[config.mk]
export PLATFORM = sky130hd
export DESIGN_NAME = multi_axis_tracker
export DESIGN_NICKNAME = d
export VERILOG_FILES = /design/src/rtl/tracker_pkg.sv /design/src/rtl/axis_step.sv /design/src/rtl/multi_axis_tracker.sv
export SDC_FILE = /design/constraint.sdc
export NUM_CORES = 1
export LEC_CHECK = 0
export BUFFER_PORTS_ARGS = -buffer_cell sky130_fd_sc_hd__clkbuf_2
export CAP_MARGIN = 25
export CORE_MARGIN = 3
export CORE_UTILIZATION = 56
export DETAILED_ROUTE_END_ITERATION = 16
export GPL_ROUTABILITY_DRIVEN = 0
export PLACE_DENSITY = 0.88
export RECOVER_POWER = 100
export SYNTH_ARGS = -nofsm -noshare
export SYNTH_HDL_FRONTEND = slang
export SYNTH_SLANG_ARGS = --single-unit
[constraint.sdc]
create_clock -name clock -period 2.9 [get_ports clock]
set_input_delay 0.58 -clock clock [delete_from_list [all_inputs] [get_ports clock]]
set_output_delay 0.58 -clock clock [all_outputs]
set_load 0.05 [all_outputs]
[src/rtl/tracker_pkg.sv]
// tracker_pkg: FSM state encoding and overflow mode constants for multi_axis_tracker.
package tracker_pkg;
  typedef enum logic [2:0] {
    IDLE = 3'd0,
    ACK  = 3'd1,
    REQ  = 3'd2,
    WAIT = 3'd3,
    UPD  = 3'd4
  } state_t;
  localparam logic [1:0] MODE_HOLD = 2'b00;
  localparam logic [1:0] MODE_SAT  = 2'b01;
  localparam logic [1:0] MODE_WRAP = 2'b10;
endpackage

[src/rtl/axis_step.sv]
// axis_step: one axis of position + velocity with hold/saturate/wrap overflow handling.
module axis_step
  import tracker_pkg::*;
#(
  parameter int PW = 8,
  parameter int VW = 4
) (
  input  logic [PW-1:0] pos,
  input  logic [VW-1:0] v,
  input  logic [1:0]    mode,
  output logic [PW-1:0] new_pos,
  output logic          ovf
);
  logic [PW:0]   sum;
  logic [PW-1:0] sat;
  assign sum = {pos[PW-1], pos} + {{(PW+1-VW){v[VW-1]}}, v};
  // The extra sign bit disagrees with the top bit of the result exactly when the sum left the range
  assign ovf = sum[PW] ^ sum[PW-1];
  assign sat = sum[PW] ? {1'b1, {(PW-1){1'b0}}} : {1'b0, {(PW-1){1'b1}}};
  assign new_pos = (!ovf || mode == MODE_WRAP) ? sum[PW-1:0] : mode == MODE_SAT ? sat : pos;
endmodule

[src/rtl/multi_axis_tracker.sv]
// multi_axis_tracker: N-axis position tracker fetching per-step velocities over 4-phase handshakes.
module multi_axis_tracker
  import tracker_pkg::*;
#(
  parameter int N_AX = 2,
  parameter int PW   = 8,
  parameter int VW   = 4,
  parameter int CW   = 16
) (
  input  logic                 clock,
  input  logic                 reset,
  input  logic                 soc_p,
  output logic                 eoc_p,
  output logic                 soc_v,
  input  logic [N_AX-1:0]      eoc_v,
  input  logic [N_AX*VW-1:0]   v,
  input  logic [1:0]           mode,
  output logic [N_AX*PW-1:0]   pos,
  output logic [N_AX-1:0]      ovf,
  output logic [CW-1:0]        step_cnt
);
  state_t              state, nxt;
  logic [1:0]          mode_r;
  logic [N_AX*VW-1:0]  v_r;
  logic [N_AX*PW-1:0]  new_pos;
  logic [N_AX-1:0]     new_ovf;
  for (genvar i = 0; i < N_AX; i++) begin : g_ax
    axis_step #(.PW(PW), .VW(VW)) u_ax (
      .pos    (pos[i*PW +: PW]),
      .v      (v_r[i*VW +: VW]),
      .mode   (mode_r),
      .new_pos(new_pos[i*PW +: PW]),
      .ovf    (new_ovf[i])
    );
  end
  always_comb begin
    nxt = state;
    case (state)
      IDLE:    nxt = soc_p ? ACK : IDLE;
      ACK:     nxt = soc_p ? ACK : REQ;
      REQ:     nxt = ~|eoc_v ? WAIT : REQ;
      WAIT:    nxt = &eoc_v ? UPD : WAIT;
      UPD:     nxt = IDLE;
      default: nxt = IDLE;
    endcase
  end
  // Handshake outputs are registered from the next state so they track the state register exactly
  always_ff @(posedge clock) begin
    if (reset) begin
      state    <= IDLE;
      eoc_p    <= 1'b1;
      soc_v    <= 1'b0;
      mode_r   <= MODE_HOLD;
      v_r      <= '0;
      pos      <= '0;
      ovf      <= '0;
      step_cnt <= '0;
    end else begin
      state <= nxt;
      eoc_p <= nxt == IDLE;
      soc_v <= nxt == REQ;
      if (state == IDLE && soc_p) mode_r <= mode;
      if (state == WAIT && &eoc_v) v_r <= v;
      if (state == UPD) begin
        pos      <= new_pos;
        ovf      <= new_ovf;
        step_cnt <= step_cnt + CW'(1);
      end
    end
  end
endmodule
* Word level (Yosys, flattened, before mapping)
Cells that the tools add are included.
Storage, ports and cells: word-level logic and storage cells 46, register bits after elaboration 49, input bits 15, output and inout port bits 36
Cells by class: multiplexer cells 11, equal/unequal tests 7, bitwise operators 2, reductions and logical operators 14, $add $sub $neg 3
Operators by type and width (number):
- $mux 8 | 6
- $add 8x4->9 | 2
- $add 16x1->16 const B | 1
- $pmux 3 s4 | 1
- $eq 3x2->1 const B | 3
- $logic_not 3->1 | 2
- $reduce_and 2->1 | 3
- $reduce_bool 2->1 | 2
- $eq 3x1->1 const B | 1
- $eq 3x3->1 const B | 1
- $mux 3 | 1
- $eq 2x1->1 const B | 1
- $eq 2x2->1 const B | 1
- $logic_and 1x1->1 | 2
- $logic_not 1->1 | 2
- $logic_or 1x1->1 | 2
- $mux 1 | 2
- $mux 2 | 1
- $reduce_or 2->1 | 1
- $xor 1x1->1 | 2

* Logic depth before layout (Yosys ltp)
Gate-level depths: netlist (run 1).
word-level depth 6, gate-level depth with buffers 10

* Cells and area by module
Synthesis (run 1) repeated with hierarchy kept, for this count alone.
Second synthesis, totals: cell total of the unflattened synthesis 429, area total of the unflattened synthesis 3590.9 um^2
By module, submodules not included:
- multi_axis_tracker | area each 1888.1 um^2, cells an instance 213, seq. area each 980.9 um^2, instances 1
- axis_step (g_ax[0].u_ax) | area each 860.8 um^2, cells an instance 108, seq. area each 0.0 um^2, instances 1
- axis_step (g_ax[1].u_ax) | area each 842.1 um^2, cells an instance 108, seq. area each 0.0 um^2, instances 1

* Worst setup path after synthesis (run 1)
Ideal clock, no wire load.
kind reg-to-reg, start point register pos[0], end point register pos[7], stages on the path, launching flop included 11, path buffers 0, required time 2.772 ns, period minus slack after synthesis 2.734 ns, arrival 2.606 ns, setup slack 0.166 ns, setup time 0.128 ns, cell sequence dfxtp_1 -> ha_1 -> inv_1 -> fa_1 -> nand2b_1 -> a211oi_1 -> o21a_1 -> nand4_1 -> nand3_1 -> mux2i_1 -> nor2_1
On the way: longest elaborated chain between the ends 6, elaborated cells between the ends (all ways) 9
RTL lines:
- start, declared | RTL line multi_axis_tracker.sv:18 | output logic [N_AX*PW-1:0] pos,
- start signal, assigned | RTL line multi_axis_tracker.sv:65 | pos <= new_pos;
- $add 8x4->9 * | RTL line axis_step.sv:16 | assign sum = {pos[PW-1], pos} + {{(PW+1-VW){v[VW-1]}}, v};
- $xor 1x1->1 | RTL line axis_step.sv:18 | assign ovf = sum[PW] ^ sum[PW-1];
- $logic_not 1->1 | RTL line axis_step.sv:20 | assign new_pos = (!ovf || mode == MODE_WRAP) ? sum[PW-1:0] : mode == MODE_SAT ? sat : pos;
- $logic_or 1x1->1 | RTL line axis_step.sv:20
- $reduce_bool 2->1 (no line)
- $reduce_and 2->1 (no line)
Mark *: on every way between the ends. The rest lies on a longest branch, timed or not. The select of a mux whose other input is x is not followed. A chain may end at the register's enable or synchronous reset.

* Worst setup path in the final report (run 1)
start point register pos[0], end point register pos[1]
The elaborated chain is that of the path after synthesis.

==> results.tsv, run 1 <==
metric	value	unit
FF+latch count, synth	49	
max-cap violation count	0	
CP Class	reg -> reg	
sequential element share of the synthesized area	33.9	%
FF-to-FF End	pos[1]	
H-tree levels	2	
Async SR Flop Fraction	0	%
TritonCTS clock tree	yes	
Critical Path End	pos[1]	
worst hold stages	2	
Synth area leaders	dfxtp_1 (34%), ha_1 (7.3%), nor2_1 (5.4%)	
Syn Nets	361	
setup TNS	0	ns
Post-Route WL	6.41	mm
Crit. Startpoint	pos[0]	
CTS root buf	clkbuf_8	
Worst slew margin	23.8	%
commonest non-fill, non-tap cell in the layout	dfxtp_1	
DRC	0	
post-CTS sizing	0	
Clock Sinks	49	
grt total ovfl	0	
Slew Limit Fails	0	
Leak Pwr	1.28	nW
number of flops mapped to enable cells by yosys	0	
TritonCTS Buffers	5	
Yosys Warn Count	0	
Vias/cell	5.69	
PD cells	381	nW/um^2
Req. time, crit path	3.11	ns
Reg clk slew, reported paths	0.09	ns
most frequent cells in the layout	dfxtp_1 (49), nor2_1 (42), clkbuf_1 (40)	
R2R depth	10	
Die H	77.9	um
CP max FO	7	
synthesized area per cell	8.86	um^2
drt first pass iters	4	
fin cells	449	
worst hold path type	reg -> reg	
share of cells above drive strength 1	10.7	%
full die area	6070	um^2
RSZ-0062 raised after global routing	no	
outcome	finished, final reports clean	
critical path capture point type	flip-flop	
Ports	51	
Port Buffers	50	
Worst Tran Pin Value	1.14	ns
antenna violations before repair	0	
synthesized area	2900	um^2
minimum clock period	2.65	ns
post-synth cell types	59	
first-pass GRT wire length	11.0	mm
Clock Latency Late Sink	0.30	ns
initial DRC count	141	
Ant. Diodes	0	
fmax	0.377	GHz
Core ar.	4850	um^2
top cell type by total area after synthesis	dfxtp_1	
fin crit share	91.5	%
crit path DAT	2.86	ns
Tot GR Track Use	22.0	%
share of the synthesized area in the top cell type	33.9	%
largest net degree at the start of global routing	28	
placed cells	441	
setup bufs post-CTS	0	
antenna-violating nets left	0	
Initial Util	59.8	%
DR WL/cell	14.3	um
Setup violations, final	0	
CTS Hold Buffers Added	0	
Max Root-Sink Buffers	2	
ys flop type	dfxtp_1	
nets@finish	415	
Crit Reg-Reg Startpoint	pos[0]	
r2r setup slk	0.25	ns
clock skew	0.00763	ns
Die W	77.9	um
HPWL after DPL	4.92	mm
Critical Path Start Type	flip-flop	
vias post-DR	2554	
area grow syn2layout	13.0	%
Syn Inst Count	327	
Final Hold Fails	0	
vias in the first global route	2433	
site row count	25	
worst vdd ir	0.301	mV
synth_stat cells (2+ instances only):
library cell and instances:
nor2_1 42, dfxtp_1 49, fa_1 2, nand2_1 18, xor2_1 10, o21a_1 4
nor3_1 11, and3_1 4, nor2b_1 6, inv_1 14, a211oi_2 3, a21oi_1 21
o211a_1 2, ha_1 17, o21bai_1 3, a31oi_1 8, buf_1 3, or3_1 2
nand2b_1 6, a221oi_1 5, mux2i_1 13, nor3b_1 3, xnor2_4 2, nand3_1 8
or2b_2 2, o21ai_1 2, o21ai_2 2, a21o_1 5, nand4_1 4, o21ai_0 14
clkbuf_1 2, a211oi_1 3, xnor2_1 11
worst max-delay path: stages, from the launching register on:
cell	delay (ns)
dfxtp_1	0.37
ha_1	0.18
inv_1	0.05
fa_1	0.40
nand2b_1	0.18
a211oi_1	0.38
o21a_1	0.23
a211oi_1	0.09
o21ai_2	0.33
a21oi_1	0.14
a211oi_2	0.21
stage by stage:
| step | hold slack, ns | setup slack [ns] | utilization (%) | power, mW | cell area [um^2] |
|---|---|---|---|---|---|
| 6_report | 0.497 | 0.247 | 67.6 | 1.25 | 3280 |
| 5_1_grt | 0.524 | 0.0158 | 67.6 | 1.29 | 3280 |
| 4_1_cts | 0.496 | 0.258 | 68.9 | 1.26 | 3340 |
| 3_5_place_dp | 0.482 | 0.274 | 66.6 | 0.778 | 3230 |
| 3_3_place_gp | 0.484 | 0.442 | 66.6 | 0.776 | 3230 |
| 2_1_floorplan | 0.465 | 0.166 | - | 0.754 | 2900 |
registers in the layout, indices dropped and copies added, names as in the netlist:
name and flops:
eoc_p 1, soc_v 1, pos 16, step_cnt 16, v_r 8, mode_r 2, ovf 2, state 3
cell families (layout without fill, tap and decap cells):
| kind of cell | Yosys count | in the layout | synth area share (%) |
|---|---|---|---|
| fa+ha+maj | 19 | 19 | 8.72 |
| flops | 49 | 49 | 33.9 |
| mux | 14 | 14 | 4.88 |
| xor+xnor | 23 | 23 | 8.25 |
| buf+inv | 21 | 76 | 3.11 |
| compound gates | 85 | 85 | 21.3 |
| simple gates | 116 | 116 | 19.9 |
worst min-delay path by stage:
stage                 from           to  slack (ns)
2_1_floorplan       v_r[0]       v_r[0]        0.46
3_3_place_gp   step_cnt[5]  step_cnt[5]        0.48
3_5_place_dp       pos[13]      pos[13]        0.48
4_1_cts            pos[13]      pos[13]        0.50
5_1_grt            pos[13]      pos[13]        0.52
6_report           pos[13]      pos[13]        0.50
per-layer routing:
| metal | vias up | GRT usage, % | wire, um |
|---|---|---|---|
| met3 | 8 | 4.06 | 308 |
| met5 | - | 0 | 0 |
| li1 | 1281 | - | - |
| met4 | 0 | 7.17 | 93 |
| met2 | 63 | 37.3 | 3130 |
| met1 | 1202 | 28.1 | 2870 |
power by group:
group | internal, mW | switching (mW)
sequential | 0.680 | 0.00684
clock | 0.259 | 0.228
combinational | 0.0248 | 0.0492
area by class of cell:
| type | instances | area [um^2] |
|---|---|---|
| Multi-Input combinational cell | 257 | 1820 |
| Fill cell | 407 | 1570 |
| Sequential cell | 49 | 981 |
| Timing Repair Buffer | 54 | 226 |
| Tap cell | 67 | 83.8 |
| Clock buffer | 6 | 72.6 |
| Inverter | 14 | 52.6 |
| Clock inverter | 2 | 38.8 |
No activity file was read; power rests on OpenSTA's default activity.
==> inputs of run 2 (changes only) <==
- ABC_AREA: unset -> 1
- CORE_UTILIZATION: 56 -> 57
==> results.tsv, run 2 <==
metric	value	unit
outcome	finished, final reports clean	
Worst Tran Pin Value	0.785	ns
share of cells above drive strength 1	11.4	%
full die area	6450	um^2
hold endpoint	v_r[6]	
Tot GR Track Use	22.7	%
most frequent cells in the layout	nand2_1 (132), inv_1 (65), dfxtp_1 (49)	
worst hold stages	2	
top cell type by total area after synthesis	dfxtp_1	
TritonCTS clock tree	yes	
Slew Limit Fails	0	
minimum clock period	2.44	ns
HPWL after DPL	5.28	mm
worst vdd ir	0.344	mV
CP Class	reg -> reg	
H-tree levels	2	
critical path capture point type	flip-flop	
delay-heaviest family, CP	simple AND/OR/NAND/NOR gates	
crit path buf inv count	2	
synthesized area	3150	um^2
fin cells	586	
Ports	51	
Clock Latency Late Sink	0.31	ns
Reg clk slew, reported paths	0.10	ns
setup TNS	0	ns
crit path DAT	2.66	ns
Placed Area	3400	um^2
DRC	0	
Ant. Diodes	0	
worst-path cell chain	ha_1 -> inv_1 -> fa_1 -> inv_1 -> nand2_1 -> nand2_1 -> nand3_1 -> nand2_1 -> nand2_1 -> nand2_1 -> nand2_2 -> nand2_1 -> nand3_1 -> nand2_4 -> nand2_1 -> nand2_1 -> nor2_2	
initial DRC count	223	
r2r setup slk	0.46	ns
vias in the first global route	2801	
placed cells	578	
number of flops mapped to enable cells by yosys	0	
CTS Hold Buffers Added	0	
R2R depth	17	
Most common cell on crit path	nand2_1	
Finished Cell Area	3420	um^2
Syn Inst Count	465	
FF/Latch Area	981	um^2
area occupied by multi-input gates	1780	um^2
max-cap violation count	0	
post-synth cell types	31	
top-count cell post-synth	nand2_1	
Yosys Warn Count	0	
Clock Sinks	49	
FF-to-FF End	pos[10]	
CP peak stage delay	0.40	ns
Port Buffers	50	
Slowest cell on crit path	fa_1	
vias post-DR	3040	
CTS root buf	clkbuf_8	
setup bufs post-CTS	0	
pre-CTS setup slack	0.622	ns
Async SR Flop Fraction	0	%
area grow syn2layout	8.71	%
commonest non-fill, non-tap cell in the layout	nand2_1	
fmax	0.409	GHz
Req. time, crit path	3.12	ns
synthesized area per cell	6.76	um^2
antenna violations before repair	0	
Syn Nets	499	
largest net degree at the start of global routing	29	
TritonCTS Buffers	5	
Final Hold Fails	0	
drt first pass iters	5	
final setup margin	0.455	ns
Die W	80.3	um
Crit Reg-Reg Startpoint	pos[8]	
Initial Util	60.1	%
Setup violations, final	0	
fillers	501	
Worst slew margin	47.6	%
CP max FO	14	
Die H	80.3	um
nets@finish	549	
DR WL/cell	11.7	um
Critical Path Start Type	flip-flop	
Post-Route WL	6.85	mm
fin crit share	84.3	%
site row count	26	
RSZ-0062 raised after global routing	no	
FF+latch count, synth	49	
sequential element share of the synthesized area	31.2	%
PD cells	374	nW/um^2
Hold Crit Start	v_r[6]	
Crit path depth	17	
Synth top cells by count	nand2_1 (128), inv_1 (64), dfxtp_1 (49)	
Core ar.	5240	um^2
Synth area leaders	dfxtp_1 (31%), nand2_1 (15%), inv_1 (7.6%)	
Top Registers	pos (16), step_cnt (16), v_r (8)	
ys flop type	dfxtp_1	
Vias/cell	5.19	
grt total ovfl	0	
first-pass GRT wire length	11.8	mm
antenna-violating nets left	0	
Leak Pwr	1.76	nW
worst hold path type	reg -> reg	
clock skew	0.0129	ns
Max Root-Sink Buffers	2	
post-CTS sizing	0	
share of the synthesized area in the top cell type	31.2	%
[run 2: stage by stage]
step                      hold slack, ns  power, mW  utilization [%]
final                              0.499       1.28             65.3
after global placement             0.470      0.790             65.0
after detailed placement           0.483      0.793             65.0
after CTS                          0.504       1.29             67.1
after floorplan                    0.450      0.768                -
after global routing               0.520       1.32             65.3
[run 2: worst max-delay path by stage]
stage / to / slack, ns / from
after floorplan: pos[9] / 0.44 / pos[8]
after global placement: pos[0] / 0.71 / pos[0]
after detailed placement: pos[0] / 0.62 / pos[0]
after CTS: pos[0] / 0.58 / pos[0]
after global routing: pos[0] / 0.16 / pos[0]
final: pos[10] / 0.46 / pos[8]
[run 2: logic make-up after synthesis]
group,share of synthesized area (%)
compound gates,8.08
flops,31.2
mux,0.318
fa+ha+maj,8.03
simple gates,38.2
xor+xnor,3.34
buf+inv,10.8
[run 2: layout make-up]
type / count / share of cell area, %
Timing Repair Buffer: 52 / 6.40
Multi-Input combinational cell: 342 / 52.0
Clock inverter: 2 / 1.13
Inverter: 65 / 7.14
Tap cell: 70 / 2.56
Sequential cell: 49 / 28.7
Clock buffer: 6 / 2.12
[run 2: power by group]
group / internal, mW / switching [mW] / total (mW) / leakage [nW]
combinational: 0.0277 / 0.0610 / 0.0887 / 1.31
clock: 0.259 / 0.243 / 0.503 / 0.0554
sequential: 0.681 / 0.00521 / 0.686 / 0.396
total: 0.968 / 0.309 / 1.28 / 1.76
[run 2: routing by layer]
| metal | routed length, um | part of all wire [%] | track usage [%] | vias up |
|---|---|---|---|---|
| met5 | 0 | 0 | 0 | - |
| met4 | 131 | 1.9 | 8.61 | 0 |
| met3 | 397 | 5.8 | 3.36 | 16 |
| met2 | 3330 | 49 | 40.4 | 87 |
| met1 | 2990 | 44 | 27.2 | 1389 |
| li1 | - | - | - | 1548 |
[run 2: worst min-delay path: cells and delay by family (launching register included)]
family / cells / cell delay, ns
flip-flops: 1 / 0.34
AND/OR/NAND/NOR: 2 / 0.13
